--- src/rtl/pipelined_prim_chain_if.sv ---
// Handshake bundle for pipelined_prim_chain: upstream word channel and downstream word channel.
// The slave modport is the chain itself; the master modport is whatever drives and drains it.
interface pipelined_prim_chain_if #(
    parameter int IO_PAIRS = 2
);
    logic                  in_valid;
    logic                  in_ready;
    logic [IO_PAIRS*2-1:0] in;
    logic                  out_valid;
    logic                  out_ready;
    logic [IO_PAIRS*2-1:0] out;

    modport master (
        output in_valid,
        output in,
        input  in_ready,
        input  out_valid,
        input  out,
        output out_ready
    );

    modport slave (
        input  in_valid,
        input  in,
        output in_ready,
        output out_valid,
        output out,
        input  out_ready
    );
endinterface

--- src/rtl/pipelined_prim_chain.sv ---
// DEPTH-stage valid/ready register chain applying a 2-bit primitive per pair on entry to each stage.
// Define PRIM_CHAIN_COUNT_EN to add the 16-bit output transfer counter port xfer_count.
module pipelined_prim_chain #(
    parameter int IO_PAIRS = 2,
    parameter int DEPTH    = 4
) (
    input  logic        clk,
    input  logic        rst,
`ifdef PRIM_CHAIN_COUNT_EN
    output logic [15:0] xfer_count,
`endif
    pipelined_prim_chain_if.slave bus
);
    localparam int W = IO_PAIRS * 2;

    // Per pair: high bit picks up the low bit, low bit inverts (a 2-bit increment, period 4).
    function automatic logic [W-1:0] prim(input logic [W-1:0] x);
        logic [W-1:0] y;
        y = '0;
        for (int j = 0; j < IO_PAIRS; j++) begin
            y[2*j+1] = x[2*j+1] ^ x[2*j];
            y[2*j]   = ~x[2*j];
        end
        return y;
    endfunction

    logic [W-1:0]     stage_data [DEPTH];
    logic [DEPTH-1:0] stage_valid;
    logic [DEPTH-1:0] stage_ready;

    // Bubble-collapsing ready: a stage accepts if it is empty or the stage after it accepts.
    always_comb begin
        logic r;
        r           = bus.out_ready;
        stage_ready = '0;
        for (int i = DEPTH - 1; i >= 0; i--) begin
            r              = ~stage_valid[i] | r;
            stage_ready[i] = r;
        end
    end

    genvar gi;
    generate
        for (gi = 0; gi < DEPTH; gi++) begin : g_stage
            logic [W-1:0] up_data;
            logic         up_valid;
            logic [W-1:0] data_q;
            logic [W-1:0] data_d;
            logic         valid_q;
            logic         valid_d;

            if (gi == 0) begin : g_head
                assign up_data  = bus.in;
                assign up_valid = bus.in_valid;
            end else begin : g_body
                assign up_data  = stage_data[gi-1];
                assign up_valid = stage_valid[gi-1];
            end

            always_comb begin
                data_d  = data_q;
                valid_d = valid_q;
                if (stage_ready[gi]) begin
                    valid_d = up_valid;
                    if (up_valid) begin
                        data_d = prim(up_data);
                    end
                end
            end

            always_ff @(posedge clk) begin
                if (rst) begin
                    data_q  <= '0;
                    valid_q <= 1'b0;
                end else begin
                    data_q  <= data_d;
                    valid_q <= valid_d;
                end
            end

            assign stage_data[gi]  = data_q;
            assign stage_valid[gi] = valid_q;
        end
    endgenerate

    assign bus.in_ready  = stage_ready[0];
    assign bus.out_valid = stage_valid[DEPTH-1];
    assign bus.out       = stage_data[DEPTH-1];

`ifdef PRIM_CHAIN_COUNT_EN
    logic [15:0] xfer_count_q;
    logic [15:0] xfer_count_d;

    // Free-running wrap at 16 bits is intentional.
    always_comb begin
        xfer_count_d = xfer_count_q;
        if (stage_valid[DEPTH-1] && bus.out_ready) begin
            xfer_count_d = xfer_count_q + 16'd1;
        end
    end

    always_ff @(posedge clk) begin
        if (rst) begin
            xfer_count_q <= 16'd0;
        end else begin
            xfer_count_q <= xfer_count_d;
        end
    end

    assign xfer_count = xfer_count_q;
`endif
endmodule

--- src/flat_wrapper.sv ---
// flat-port wrapper written by rule: the top's interface ports become plain ports
module pipelined_prim_chain_flat 
#(
    parameter int IO_PAIRS = 2,
    parameter int DEPTH    = 4
)
  (clk, rst, bus_in_valid, bus_in, bus_in_ready, bus_out_valid, bus_out, bus_out_ready);
  pipelined_prim_chain_if #(.IO_PAIRS(IO_PAIRS)) bus_i ();
  input  logic clk;
  input  logic rst;
  input wire logic [$bits(bus_i.in_valid)-1:0] bus_in_valid;
  input wire logic [$bits(bus_i.in)-1:0] bus_in;
  output wire logic [$bits(bus_i.in_ready)-1:0] bus_in_ready;
  output wire logic [$bits(bus_i.out_valid)-1:0] bus_out_valid;
  output wire logic [$bits(bus_i.out)-1:0] bus_out;
  input wire logic [$bits(bus_i.out_ready)-1:0] bus_out_ready;
  assign bus_i.in_valid = bus_in_valid;
  assign bus_i.in = bus_in;
  assign bus_in_ready = bus_i.in_ready;
  assign bus_out_valid = bus_i.out_valid;
  assign bus_out = bus_i.out;
  assign bus_i.out_ready = bus_out_ready;
  pipelined_prim_chain #(.IO_PAIRS(IO_PAIRS), .DEPTH(DEPTH)) u_core (.clk(clk), .rst(rst), .bus(bus_i));
endmodule
--- config.mk ---
export PLATFORM = sky130hd
export DESIGN_NAME = pipelined_prim_chain_flat
export DESIGN_NICKNAME = d
export VERILOG_FILES = /design/src/rtl/pipelined_prim_chain_if.sv /design/src/rtl/pipelined_prim_chain.sv /design/src/flat_wrapper.sv
export SDC_FILE = /design/constraint.sdc
export NUM_CORES = 1
export LEC_CHECK = 0
export CORE_MARGIN = 5
export CORE_UTILIZATION = 35
export CTS_CLUSTER_SIZE = 24
export DETAILED_ROUTE_END_ITERATION = 7
export DONT_BUFFER_PORTS = 1
export PLACE_DENSITY = 0.48
export RECOVER_POWER = 50
export SLEW_MARGIN = 20
export SYNTH_ARGS = -nofsm -noshare
export SYNTH_HDL_FRONTEND = slang
export SYNTH_SLANG_ARGS = --single-unit
--- constraint.sdc ---
create_clock -name clk -period 1.3 [get_ports clk]
set_clock_uncertainty 0.15 [all_clocks]
set_input_delay 0.195 -clock clk [delete_from_list [all_inputs] [get_ports clk]]
set_output_delay 0.195 -clock clk [all_outputs]
set_load 0.02 [all_outputs]
Word level (Yosys, flattened, before mapping)

Cells that the tools add are included.

Register bits after elaboration: 20
Input port bits: 8
Word-level logic and storage cells: 36

Bitwise operators: 24
Reduce and logical (&&, ||, !) cells: 4

Operator list:

| operator            | number |
|---|---|
| NOT 1 bit           | 12 |
| AND reduction 2 bit | 4 |
| XOR 1 bit           | 8 |
| OR 1 bit            | 4 |

Logic depth before layout (Yosys ltp)

Gate-level depths: netlist of the first run.

Word-level depth: 6
Mapped depth: 4
Mapped depth without buffers: 3

Least setup slack after synthesis of the first run

No wires, ideal clock.

Kind: register to register
From: register u_core.g_stage[3].valid_q (netlist: u_core.bus.out_valid)
To: register u_core.g_stage[0].data_q[0]
Library setup time: 0.130 ns
Arrival: 1.156 ns
Setup slack: -0.136 ns
Cell stages (with the launch flop): 4
Period minus slack after synthesis: 1.436 ns
Path through: dfxtp_1 > nand4b_2 > o21ai_2 > a221oi_2

Word-level cells in the longest chain between the ends: 6

RTL lines:

| item                                 | line                       | source |
|---|---|---|
| start: declaration                   | pipelined_prim_chain.sv:49 | `logic valid_q;` |
| start signal: assignment             | pipelined_prim_chain.sv:77 | `valid_q <= valid_d;` |
| NOT 1 bit                            | pipelined_prim_chain.sv:37 | `r = ~stage_valid[i] \| r;` |
| OR 1 bit (4 in series)               | pipelined_prim_chain.sv:37 |  |
| AND reduction 2 bit (no source line) | n/a                        |  |
| end signal: assignment               | pipelined_prim_chain.sv:76 | `data_q <= data_d;` |
| end: declaration                     | pipelined_prim_chain.sv:47 | `logic [W-1:0] data_q;` |

No other way between the ends.
A chain may end at the register's enable or synchronous reset.

Worst setup path after layout of the first run

From: register u_core.g_stage[3].valid_q (netlist: u_core.bus.out_valid)
To: output port bus_in_ready

Word-level cells in the longest chain between the ends: 5

RTL lines:

| item                   | line                       | source |
|---|---|---|
| NOT 1 bit              | pipelined_prim_chain.sv:37 |  |
| OR 1 bit (4 in series) | pipelined_prim_chain.sv:37 |  |
| end: declaration       | flat_wrapper.sv:13         | `output wire logic [$bits(bus_i.in_ready)-1:0] bus_in_ready;` |

No other way between the ends.

==> key figures, run 1 <==
Floorplan
  – Die Span X: 60.56 µm
  – Die area: 3667 µm²
  – DIE HEIGHT: 60.56 µm
  – Core Region: 2455 µm²
  – Initial core utilization: 0.3644
  – Rows: 18
  – IO Pins: 14

Yosys
  – Register area share after synthesis: 0.4476
  – Mapped Avg Cell Area: 10.17 µm²
  – Synth Register Bits: 20
  – Synthesized instance count: 88
  – Post-Syn Area: 894.6 µm²
  – Syn_nets: 96
  – Distinct cells, synth: 26
  – Synth Warn #: 0

GRT
  – Global-route wire length before repair: 2925 µm
  – Initial antenna violation count: 0
  – Vias in the first global route: 661
  – Total gr overflow: 0
  – Largest net degree at the start of global routing: 21
  – GRT Resource Usage Total: 0.1118

Setup path
  – CP cell instances: and4b_4 -> nand2_8 -> buf_12
  – Worst-path fanout max: 2
  – Slowest cell on crit path: dfxtp_4
  – Top delay family on crit path: flip-flops
  – Critical path type: reg2out
  – Critical path required time: 950 ps
  – Worst Path Buf+Inv: 1
  – R2r endpoint: u_core.g_stage[0].data_q[2]$_SDFFE_PP0P_
  – Worst R2R Path Depth: 5
  – R2r setup slk: -110 ps
  – RR Startpoint: u_core.bus.out_valid$_SDFFE_PP0P_
  – Setup crit start kind: register
  – CP Capture Type: output pin
  – Delay of the slowest critical-path stage: 370 ps
  – WP data arrival: 1130 ps

Placed design
  – DP Worst Slack: 1.264 ps
  – Post-DP HPWL: 1188 µm
  – Port-buffer cells: 0
  – GPL Wtd Cong: 0.7305

STA
  – Final setup fails: 14
  – Final worst path period need: 1472 ps
  – Fin Setup TNS: -979.5 ps
  – Slew @ Worst Pin: 970.7 ps
  – Hold Slack: -45.96 ps
  – Max Freq: 0.6795 GHz
  – Post-route setup slack: -171.6 ps
  – Final period utilization: 1.132
  – Slew headroom: 0.3529
  – Endpoints failing hold: 5
  – RSZ-0062 raised after global routing: yes
  – Final Max Tran Viols: 0

Clock tree
  – Clk buf depth: 2
  – CTS tree: done
  – # clock sinks: 20
  – Clk root buf: clkbuf_4
  – CTS H-tree depth: 1
  – Inserted Clock Buffers: 3
  – Post-CTS Hold Fix Bufs: 6
  – Clk pin slew, worst setup/hold paths: 120 ps
  – Clk_lat worst skew: 290 ps

Power
  – Clock Power Share: 0.296
  – PwrDens: 936.1 nW/µm²
  – Internal: 0.9118 mW
  – Switching part of the total: 0.2501
  – Peak VDD IR: 0.4722 mV
  – Comb pwr share: 0.151
  – Sequential power share: 0.554
  – Leak: 0.5375 nW
  – Pwr Total: 1.216 mW
  – Switch Pwr: 0.3041 mW

Final layout
  – ANT cells: 0
  – Most frequent cells in the layout: dfxtp_1 (17), a21oi_2 (9), buf_4 (9), inv_1 (7), a21oi_1 (7)
  – Fillers: 234
  – Most common cell after layout, fill and taps aside: dfxtp_1
  – Synth-to-Final Area Change: 45.18%
  – Share of layout cells above drive strength 1: 0.4732
  – Nets: 121

Route
  – Router iterations before antenna repair: 4
  – Detail Route Antenna Nets: 0
  – 1st-iter DRT viols: 17
  – Avg WL per Cell: 13.51 µm
  – Via count: 741
  – Final WL: 1918 µm
  – Number of remaining DRC errors: 0
  – Drt via density: 5.218

Run
  – Max-Cap Viols: 0

Outcome
  – Failing checks: hold timing, setup timing
  – Status: finished with violations

Min path
  – Hold path startpoint: bus_out_ready
  – Hold path depth: 2
  – Hold Crit Class: in2reg
  – Worst Hold Path EP: u_core.bus.out_valid$_SDFFE_PP0P_
## metal layers
metal	global-route usage	wire length (µm)	vias up
li1	-	-	377
met1	0.1232	773	349
met2	0.1898	1014	13
met3	0.03404	114	2
met4	0.06502	16	0
met5	0	0	-
## area by class of cell
cell class	count	area (µm²)	area share
Inverter	8	30.03	0.02312
Clock buffer	4	36.28	0.02794
Sequential cell	20	406.6	0.3131
Tap cell	30	37.54	0.02890
Multi-Input combinational cell	56	558.0	0.4297
Timing Repair Buffer	24	230.2	0.1773
## flip-flops by register name, indices dropped and copies added, names as in the netlist
register                count
u_core.g_stage.valid_q      3
u_core.g_stage.data_q      12
u_core.bus.out              4
u_core.bus.out_valid        1
## worst reg2reg max path: stages, from the launching register on
cell and delay [ps]:
dfxtp_4 370, buf_6 90, buf_8 120, nand4b_4 180, o21ai_4 250, a221oi_2 90
## power groups by stage
stage | logic, mW | clock network (mW) | registers [mW]
global route | 0.201 | 0.403 | 0.677
finish | 0.183 | 0.360 | 0.673
global placement | 0.115 | 0 | 0.688
floorplan | 0.106 | 0 | 0.686
CTS | 0.155 | 0.371 | 0.671
detailed placement | 0.116 | 0 | 0.689
## synthesized netlist by cell type (all sizes together)
cell    instances  share of area
nand3           1         0.0056
xor2            2          0.020
nand2b          1         0.0070
nand4b          1          0.017
inv             8          0.034
or3             2          0.014
and2            2          0.014
buf             3          0.027
xnor2           6          0.059
clkbuf          2          0.020
o21ai           4          0.027
a311oi          8          0.078
a221oi          4          0.067
nor2            2         0.0084
a21oi          16          0.090
dfxtp          20           0.45
nand3b          2          0.021
a21bo           1          0.011
and4b           1          0.015
nor2b           1         0.0070
nand2           1          0.013
## logic make-up (layout without fill, tap and decap cells)
family | Yosys count | in the layout | synth area share
simple gates | 14 | 15 | 0.1217
flops | 20 | 20 | 0.4475
xor+xnor | 8 | 8 | 0.07832
buf+inv | 13 | 36 | 0.07971
compound gates | 33 | 33 | 0.2727
## per-stage QoR
stage,area [µm²],instances,hold WS [ps],utilization
6_report,1299,142,-45.96,0.5291
3_3_place_gp,972.2,121,113.5,0.3960
2_1_floorplan,903.4,88,216.8,-
4_1_cts,1145,136,1.676,0.4664
5_1_grt,1299,142,-50.04,0.5291
3_5_place_dp,972.2,121,114.9,0.3960
## worst max path at each step
stage	from	endpoint	slack [ps]	cells past startpoint
after detailed placement	u_core.bus.out_valid$_SDFFE_PP0P_	u_core.g_stage[0].data_q[2]$_SDFFE_PP0P_	1	3
after floorplan	u_core.g_stage[1].valid_q$_SDFFE_PP0P_	u_core.g_stage[0].data_q[0]$_SDFFE_PP0P_	20	4
after global placement	u_core.g_stage[2].valid_q$_SDFFE_PP0P_	u_core.g_stage[2].data_q[2]$_SDFFE_PP0P_	6	4
after global routing	u_core.bus.out_valid$_SDFFE_PP0P_	bus_in_ready	-220	3
final	u_core.bus.out_valid$_SDFFE_PP0P_	bus_in_ready	-170	3
after CTS	u_core.bus.out_valid$_SDFFE_PP0P_	bus_in_ready	-180	3
## timing repair
| item | CTS | global route |
|---|---|---|
| endpoints found under the setup margin | 6 | 22 |
| pin swaps | 2 | 18 |
| gates cloned | 0 | 1 |
| gates resized for setup | 8 | 27 |
| endpoints found under the hold margin | 20 | 7 |
| setup buffers | 5 | 5 |
Power figures use the tool's default switching activity.
==> run 2: changes to the inputs <==
--- a/config.mk
+++ b/config.mk
@@ -5,13 +5,13 @@
 export SDC_FILE = /design/constraint.sdc
 export NUM_CORES = 1
 export LEC_CHECK = 0
+export CAP_MARGIN = 0
 export CORE_MARGIN = 5
 export CORE_UTILIZATION = 35
 export CTS_CLUSTER_SIZE = 24
 export DETAILED_ROUTE_END_ITERATION = 7
 export DONT_BUFFER_PORTS = 1
 export PLACE_DENSITY = 0.48
-export RECOVER_POWER = 50
 export SLEW_MARGIN = 20
 export SYNTH_ARGS = -nofsm -noshare
 export SYNTH_HDL_FRONTEND = slang
==> run 2 against run 1 <==
Compared with the run above: the run still ends with hold timing, setup timing left; sequential cell count did not move; sequential share of layout area down 0.15 points; largest power group unchanged; setup slack about the same; highest routed layer unchanged; first-iteration DRC count stayed put; via count is the same; die area did not move; cell count is the same; fmax about the same; largest cell class unchanged; wire length down 0.10%; critical path depth stayed put; hold slack is essentially flat; utilization grew 0.25 points.
==> key figures, run 2 (synthesis gave the netlist of run 1 again) <==
Outcome
  – Status: finished with violations (unchanged)
  – Failing checks: hold timing, setup timing (unchanged)

Clock tree
  – CTS tree: done (unchanged)
  – CTS H-tree depth: 1 (unchanged)
  – # clock sinks: 20 (unchanged)
  – Inserted Clock Buffers: 3 (unchanged)
  – Clk buf depth: 2 (unchanged)
  – Clk root buf: clkbuf_4 (unchanged)
  – Clk_lat worst skew: 290 ps (about the same)
  – Post-CTS Hold Fix Bufs: 6 (unchanged)
  – Clk pin slew, worst setup/hold paths: 120 ps (about the same)

Setup path
  – R2r setup slk: -110 ps (about the same)
  – Critical path required time: 950 ps (about the same)
  – Setup crit start kind: register (unchanged)
  – Worst-path fanout max: 2 (unchanged)
  – RR Startpoint: u_core.bus.out_valid$_SDFFE_PP0P_ (unchanged)
  – CP Capture Type: output pin (unchanged)
  – Worst R2R Path Depth: 5 (unchanged)
  – R2r endpoint: u_core.g_stage[0].data_q[2]$_SDFFE_PP0P_ (unchanged)
  – Critical path type: reg2out (unchanged)
  – CP endpoint: bus_in_ready (unchanged)
  – Crit path from: u_core.bus.out_valid$_SDFFE_PP0P_ (unchanged)
  – WP data arrival: 1130 ps (about the same)

Final layout
  – Most frequent cells in the layout: dfxtp_1 (17), buf_4 (11), a21oi_2 (9), inv_1 (7), a21oi_1 (7) (was dfxtp_1 (17), a21oi_2 (9), buf_4 (9), inv_1 (7), a21oi_1 (7))
  – Nets: 121 (unchanged)
  – Share of layout cells above drive strength 1: 0.4821 (was 0.4732)
  – Synth-to-Final Area Change: 45.87% (was 45.18%)
  – Number of flip-flops in the largest register: 12 (unchanged)
  – Most common cell after layout, fill and taps aside: dfxtp_1 (unchanged)
  – ANT cells: 0 (unchanged)
  – Biggest register: u_core.g_stage.data_q (unchanged)
  – Design Area, Final: 1305 µm² (was 1299 µm²)

STA
  – Slew headroom: 0.3529 (unchanged)
  – Post-route setup slack: -171.6 ps (about the same)
  – Final worst path period need: 1472 ps (about the same)
  – Final setup fails: 14 (unchanged)
  – Hold Slack: -45.95 ps (was -45.96 ps)
  – Max Freq: 0.6795 GHz (about the same)
  – RSZ-0062 raised after global routing: yes (unchanged)
  – Final period utilization: 1.132 (about the same)
  – Final Max Tran Viols: 0 (unchanged)
  – Endpoints failing hold: 5 (unchanged)
  – Slew @ Worst Pin: 970.7 ps (unchanged)

Placed design
  – GPL Wtd Cong: 0.7305 (unchanged)
  – DP Worst Slack: 1.264 ps (unchanged)
  – Post-DP HPWL: 1188 µm (unchanged)
  – Port-buffer cells: 0 (unchanged)
  – Placed cell areas: 972.2 µm² (unchanged)

Route
  – 1st-iter DRT viols: 17 (unchanged)
  – Drt via density: 5.218 (unchanged)
  – Number of remaining DRC errors: 0 (unchanged)
  – Router iterations before antenna repair: 4 (unchanged)
  – Via count: 741 (unchanged)
  – Final WL: 1916 µm (was 1918 µm)
  – Avg WL per Cell: 13.49 µm (was 13.51 µm)
  – Detail Route Antenna Nets: 0 (unchanged)

Floorplan
  – Initial core utilization: 0.3644 (unchanged)
  – DIE HEIGHT: 60.56 µm (unchanged)
  – Core Region: 2455 µm² (unchanged)
  – Die Span X: 60.56 µm (unchanged)
  – Die area: 3667 µm² (unchanged)
  – Rows: 18 (unchanged)
  – IO Pins: 14 (unchanged)

Power
  – Switch Pwr: 0.3041 mW (about the same)
  – Internal: 0.9133 mW (was 0.9118 mW)
  – Peak VDD IR: 0.4724 mV (was 0.4722 mV)
  – Sequential power share: 0.553 (was 0.554)
  – Switching part of the total: 0.2498 (was 0.2501)
  – Leak: 0.5425 nW (was 0.5375 nW)
  – Comb pwr share: 0.152 (was 0.151)
  – Clock Power Share: 0.295 (was 0.296)
  – PwrDens: 932.9 nW/µm² (was 936.1 nW/µm²)

GRT
  – Vias in the first global route: 661 (unchanged)
  – Largest net degree at the start of global routing: 21 (unchanged)
  – Routing usage on met1: 0.1232 (unchanged)
  – Total gr overflow: 0 (unchanged)
  – GRT Resource Usage Total: 0.1118 (unchanged)
  – Met3 GRT Util: 0.03404 (unchanged)
  – Global-route wire length before repair: 2925 µm (unchanged)
  – GRT met2 Usage: 0.1898 (unchanged)
  – Busiest metal layer after global routing: met2 (unchanged)
  – Initial antenna violation count: 0 (unchanged)

Run
  – Max-Cap Viols: 0 (unchanged)

Min path
  – Hold Crit Class: in2reg (unchanged)
  – Hold path startpoint: bus_out_ready (unchanged)
## run 2: cell count changes in the layout (fill, tap and decap cells not counted), sizes merged
cell / change
clkbuf: -2
buf: +2
## run 2: worst min-delay path by stage
| stage | cells past startpoint | slack [ps] | endpoint |
|---|---|---|---|
| 6_report | 2 | -50 | u_core.bus.out_valid$_SDFFE_PP0P_ |
| 4_1_cts | 2 | 2 | u_core.g_stage[2].valid_q$_SDFFE_PP0P_ |
| 3_5_place_dp | 1 | 110 | u_core.bus.out_valid$_SDFFE_PP0P_ |
| 3_3_place_gp | 1 | 110 | u_core.g_stage[0].data_q[1]$_SDFFE_PP0P_ |
| 5_1_grt | 2 | -50 | u_core.bus.out_valid$_SDFFE_PP0P_ |
| 2_1_floorplan | 2 | 220 | u_core.g_stage[0].valid_q$_SDFFE_PP0P_ |
## run 2: cell type report
class,count,area [µm²]
Timing Repair Buffer,24,236.5
Sequential cell,20,406.6
Fill cell,231,1150
Multi-Input combinational cell,56,558.0
Inverter,8,30.03
Clock buffer,4,36.28
Tap cell,30,37.54
## run 2: power groups by stage
| stage | Sequential [mW] | Combinational, mW | Clock [mW] |
|---|---|---|---|
| after detailed placement | 0.689 | 0.116 | 0 |
| after global placement | 0.688 | 0.115 | 0 |
| after floorplan | 0.686 | 0.106 | 0 |
| final | 0.673 | 0.185 | 0.360 |
| after CTS | 0.671 | 0.155 | 0.371 |
| after global routing | 0.678 | 0.203 | 0.403 |
## run 2: critical path, stage by stage (launching register included)
cell and delay, ps:
dfxtp_4 370, and4b_4 270, nand2_8 60, buf_12 130
## run 2: what timing repair did
action                                  4_1_cts  5_1_grt
resized for setup                             8       27
buffers inserted                              5        5
gates cloned                                  0        1
hold endpoints to repair                     20        7
pin swaps                                     2       18
endpoints found under the setup margin        6       22
## run 2: per-layer routing
metal | vias up | share of wire
met4 | 0 | 0.0084
met3 | 2 | 0.058
met2 | 13 | 0.53
li1 | 377 | -
met5 | - | 0
met1 | 349 | 0.40
## run 2: per-stage QoR
stage	hold slack (ps)	power, mW	utilization	TNS, ps	std cells
2_1_floorplan	216.8	0.7924	-	0	88
3_3_place_gp	113.5	0.8027	0.3960	0	121
3_5_place_dp	114.9	0.8048	0.3960	0	121
4_1_cts	1.676	1.197	0.4664	-886.2	136
5_1_grt	-50.04	1.283	0.5316	-1987	142
6_report	-45.95	1.217	0.5316	-979.3	142
